File: config.mk
export PLATFORM = sky130hd
export DESIGN_NAME = fp_argmax_classifier
export DESIGN_NICKNAME = d
export VERILOG_FILES = /design/src/rtl/fp_argmax_classifier.sv
export SDC_FILE = /design/constraint.sdc
export NUM_CORES = 1
export LEC_CHECK = 0
export BUFFER_PORTS_ARGS = -buffer_cell sky130_fd_sc_hd__buf_2
export CORE_ASPECT_RATIO = 2
export CORE_UTILIZATION = 50
export DETAILED_ROUTE_END_ITERATION = 12
export PLACE_DENSITY = 0.74
export SYNTH_ARGS = -nofsm -noshare
export SYNTH_HDL_FRONTEND = slang
export SYNTH_SLANG_ARGS = --single-unit
File: constraint.sdc
create_clock -name clk -period 3.7 [get_ports clk]
set_input_delay 0.555 -clock clk [delete_from_list [all_inputs] [get_ports clk]]
set_output_delay 0.555 -clock clk [all_outputs]
set_load 0.005 [all_outputs]
File: src/rtl/fp_argmax_classifier.sv
// FP16 argmax stage behind the MLP output layer.
// Scans one packed vector element-per-cycle and reports the winning class.
module fp_argmax_classifier #(
    parameter int DATA_WIDTH = 16,
    parameter int N_CLASSES  = 4,
    parameter int IDX_WIDTH  = 2
) (
    input  logic                            clk,
    input  logic                            rst,
    input  logic                            in_valid,
    output logic                            in_ready,
    input  logic [DATA_WIDTH*N_CLASSES-1:0] in_vec,
    output logic                            out_valid,
    input  logic                            out_ready,
    output logic [IDX_WIDTH-1:0]            out_class,
    output logic [DATA_WIDTH-1:0]           out_max,
    output logic                            out_nan
);

    typedef enum logic [1:0] {
        IDLE = 2'd0,
        SCAN = 2'd1,
        DONE = 2'd2
    } state_t;

    state_t                          r_state;
    logic [DATA_WIDTH*N_CLASSES-1:0] r_vec;
    logic [DATA_WIDTH-1:0]           r_best;
    logic [IDX_WIDTH-1:0]            r_best_idx;
    logic                            r_nan;
    logic [IDX_WIDTH-1:0]            r_cnt;
    logic                            r_out_valid;
    logic [IDX_WIDTH-1:0]            r_out_class;
    logic [DATA_WIDTH-1:0]           r_out_max;
    logic                            r_out_nan;

    logic [DATA_WIDTH-1:0]           w_cand;
    logic                            w_upd;
    logic                            w_last;
    logic                            w_nan_next;

    function automatic logic is_nan(input logic [15:0] x);
        return (x[14:10] == 5'h1F) && (x[9:0] != 10'd0);
    endfunction

    // Ordered compare: NaN sorts below everything, +0 == -0.
    function automatic logic fp_gt(input logic [15:0] c, input logic [15:0] b);
        logic res;
        if (is_nan(c))
            res = 1'b0;
        else if (is_nan(b))
            res = 1'b1;
        else if ((c[14:0] == 15'd0) && (b[14:0] == 15'd0))
            res = 1'b0;
        else if (c[15] != b[15])
            res = ~c[15];
        else if (!c[15])
            res = c[14:0] > b[14:0];
        else
            res = c[14:0] < b[14:0];
        return res;
    endfunction

    always_comb begin
        w_cand = '0;
        for (int i = 0; i < N_CLASSES; i++) begin
            if (r_cnt == i[IDX_WIDTH-1:0])
                w_cand = r_vec[i*DATA_WIDTH +: DATA_WIDTH];
        end
    end

    assign w_upd      = fp_gt(w_cand, r_best);
    assign w_nan_next = r_nan | is_nan(w_cand);
    assign w_last     = (r_cnt == IDX_WIDTH'(N_CLASSES - 1));

    assign in_ready  = (r_state == IDLE) && rst;
    assign out_valid = r_out_valid;
    assign out_class = r_out_class;
    assign out_max   = r_out_max;
    assign out_nan   = r_out_nan;

    always_ff @(posedge clk or negedge rst) begin
        if (!rst) begin
            r_state     <= IDLE;
            r_vec       <= '0;
            r_best      <= '0;
            r_best_idx  <= '0;
            r_nan       <= 1'b0;
            r_cnt       <= '0;
            r_out_valid <= 1'b0;
            r_out_class <= '0;
            r_out_max   <= '0;
            r_out_nan   <= 1'b0;
        end else begin
            unique case (r_state)
                IDLE: begin
                    if (in_valid) begin
                        r_vec      <= in_vec;
                        r_best     <= in_vec[DATA_WIDTH-1:0];
                        r_best_idx <= '0;
                        r_nan      <= is_nan(in_vec[DATA_WIDTH-1:0]);
                        r_cnt      <= IDX_WIDTH'(1);
                        r_state    <= SCAN;
                    end
                end
                SCAN: begin
                    r_cnt <= r_cnt + 1'b1;
                    r_nan <= w_nan_next;
                    if (w_upd) begin
                        r_best     <= w_cand;
                        r_best_idx <= r_cnt;
                    end
                    if (w_last) begin
                        r_state     <= DONE;
                        r_out_valid <= 1'b1;
                        r_out_class <= w_upd ? r_cnt : r_best_idx;
                        r_out_max   <= w_upd ? w_cand : r_best;
                        r_out_nan   <= w_nan_next;
                    end
                end
                DONE: begin
                    if (out_ready) begin
                        r_state     <= IDLE;
                        r_out_valid <= 1'b0;
                    end
                end
                default: begin
                    r_state     <= IDLE;
                    r_out_valid <= 1'b0;
                end
            endcase
        end
    end

endmodule

==> results.md <==
- Hold Fails Final Rpt: 0
- Dominant cell by count in the synthesized netlist: nand2_1
- Leakage Power: 3.44 nW
- First-pass GRT wire length: 24500 um
- Worst-path fanout max: 20
- Skew final: approximately 0.014 ns
- Num CTS Buffers: 9
- Fin nets: 795
- CTS Buffer Depth: 2
- Final setup fails: 0
- DR iter-0 viols: between 300 and 400
- Worst Tran Pin Value: 1.15 ns
- CP startpoint kind: flip-flop
- Rel. slew slack: roughly 23%
- Die width: 76.5 um
- Gpl congestion: a little under 1
- Clock tree from TritonCTS: done
- Avg Cell Area, Syn: 9.26 sq um
- Fill cells: ~940
- Post-Syn Instances: roughly 600
- Hold Crit Class: primary input to asynchronous set/reset pin
- Starting density of the core: ~51%
- Largest net degree at the start of global routing: 71
- CTS clk-pin slew, worst paths: approximately 0.080 ns
- Placed instance area: roughly 6300 sq um
- Grt total ovfl: 0
- Port Buffer Count: between 80 and 90
- Area Growth Syn to Fin: 22.6%
- RSZ-0062 raised after global routing: true
- Final min period: 3.65 ns
- Yosys cell types: 56
- Diode count: 0
- Final period util: between 90% and 100%
- DR vias: 5044
- Worst skew pair latency: 0.36 ns
- Post-Layout Cell Count: 853
- Data required, critical path: slightly below 4 ns
- Syn nets: around 690
- Async S/R FF share, synth: between 90% and 100%
- Most frequent cells after synthesis: 162 x nand2_1, 107 x dfrtp_1, 25 x inv_1, 24 x a21oi_1, 23 x clkbuf_1
- Synthesized area: 5540 sq um
- Max Freq: between 0.2 and 0.3 GHz
- Synth Area in XOR/XNOR: 0%
- Routed WL: 15400 um
- Final Util: ~62%
- Crit. End Element: flip-flop
- Core area: approximately 11000 sq um
- #FFs+latches synth: between 100 and 150
- Slew Limit Fails: 0
- Clock sinks: 107
- Compound-cell area share of the yosys netlist: between 20% and 30%
- Final instance area: around 7000 sq um
- Register area share after synthesis: between 40% and 50%
- Post-synth EDFFs: 0
- Dpl hpwl: approximately 11000 um
- # IOs: a little under 90
- Layout cells sized above 1: between 20% and 30%
- Power density of the placed cells: 1150 nW/um^2
- Status: finished clean
- DRT Pass-1 Iters: 5
- Largest family of logic cells by synthesized area: simple AND/OR/NAND/NOR gates
- Synth warn: 0
- Cts hold-fix bufs: 0
- Top cells by area, synth: dfrtp_1 48%, nand2_1 11%, ha_1 4.3%, a221o_1 3.1%, a21o_1 2.4%
- DRC Markers: 0
- Max Cap Viol: 0
- Crit path arrival time: around 3.9 ns
- Simple-gate area share of the yosys netlist: between 20% and 30%
- Post-synth top area share: 48.3%
- Multiplexer share of the synthesized area: less than 1%
- Peak VDD IR: approximately 0.86 mV
- Average via count per standard cell: a little under 6
- Antenna violations before repair: 0
- Post-Synth Adder-Cell Area: around 4.3%
- Kind of critical path: flip-flop to flip-flop
- Vias in the first global route: roughly 5000
- Area leader, netlist: dfrtp_1
- Avg WL per Cell: between 15 and 20 um
- Die H: ~150 um
- Gr usage total: around 28%
- Placed Cells: between 800 and 900
- Die area: approximately 12000 sq um
- Row cnt: between 50 and 60
- CTS root buf: clkbuf_16
- Ys flop type: dfrtp_1
- Clock H-tree levels: 3
- Post-route ant nets: 0
## registers in the layout (all words and copies together), names as in the netlist
name / cells
r_vec: 64
out_max: 16
r_best: 16
out_class: 2
r_best_idx: 2
r_cnt: 2
r_state: 2
out_nan: 1
out_valid: 1
r_nan: 1
## area by class of cell
type	count	area, sq um	share of cell area, %
tap	140	175	2.58
multi-input combinational	426	2700	39.7
inverter	27	101	1.49
clock inverter	7	67.6	0.994
sequential	107	2680	39.4
clock buffer	9	225	3.31
timing repair buffer	137	851	12.5
## per-stage QoR
stage          setup slack [ns]  power, mW  hold slack, ns  TNS, ns
6_report                 0.0450       7.82           0.151        0
5_1_grt                 -0.0305       8.38           0.193   -0.271
4_1_cts                 0.00690       7.62           0.170        0
3_5_place_dp            -0.0635       6.45           0.463    -1.05
3_3_place_gp             0.0292       6.32           0.454        0
2_1_floorplan            0.0353       4.93           0.259        0
## routing by layer
layer | vias to the layer above | global-route usage (%) | share of wire, %
li1 | 2364 | - | -
met1 | 2436 | 29.4 | 37
met3 | 51 | 4.34 | 4.1
met5 | - | 0 | 0
met4 | 0 | 19.5 | 5.5
met2 | 193 | 49.3 | 53
## critical path: stages (launching register included)
cell,delay [ns]
dfrtp_1,0.43
buf_4,0.16
ha_2,0.21
buf_8,0.16
a221o_1,0.35
a22oi_2,0.21
inv_1,0.09
ha_1,0.30
nand4_1,0.20
nor2_2,0.19
o31ai_2,0.11
and2_1,0.18
a211oi_2,0.32
nor4_4,0.09
buf_12,0.17
a221o_1,0.36
## layout by cell type, fill, tap and decap left out, types with 17 or more instances in the layout
cell / n
a21oi_1: 21
nand2_1: 161
buf_2: 87
a21o_1: 18
a221o_1: 17
nand4_1: 18
buf_4: 45
nor2_1: 18
dfrtp_1: 106
inv_1: 25
## worst paths after layout
check / startpoint / end / slack (ns) / cells after the start
worst min-delay path: rst / r_vec[45]$_DFFE_PN0P_ / 0.15 / 1
worst min register to register: out_nan$_DFFE_PN0P_ / out_nan$_DFFE_PN0P_ / 0.48 / 2
min in group clk: in_vec[32] / r_vec[32]$_DFFE_PN0P_ / 0.38 / 3
worst max register to register: r_cnt[0]$_DFFE_PN0P_ / r_best[13]$_DFFE_PN0P_ / 0.05 / 15
worst max-delay path: r_cnt[0]$_DFFE_PN0P_ / r_best[13]$_DFFE_PN0P_ / 0.05 / 15
max in group asynchronous: rst / r_cnt[1]$_DFFE_PN0P_ / 2.25 / 2
## power by group
part           total, mW  internal [mW]  switching [mW]
clock network      0.967          0.477           0.490
logic               4.72           2.12            2.60
registers           2.13           1.74           0.392
total               7.82           4.33            3.49
## kinds of logic (layout without fill, tap and decap cells)
kind of cell,Yosys count,in the layout
multiplexers,3,3
AO/OA/AOI/OAI,155,155
buffers and inverters,66,180
AND/OR/NAND/NOR,249,249
adder cells (fa/ha/maj),19,19
flip-flops,107,107
## timing repair
item,4_1_cts,5_1_grt
pin swaps,5,10
endpoints found under the setup margin,33,36
setup buffers,4,5
gates resized for setup,12,15
(Power assumes the default switching activity.)
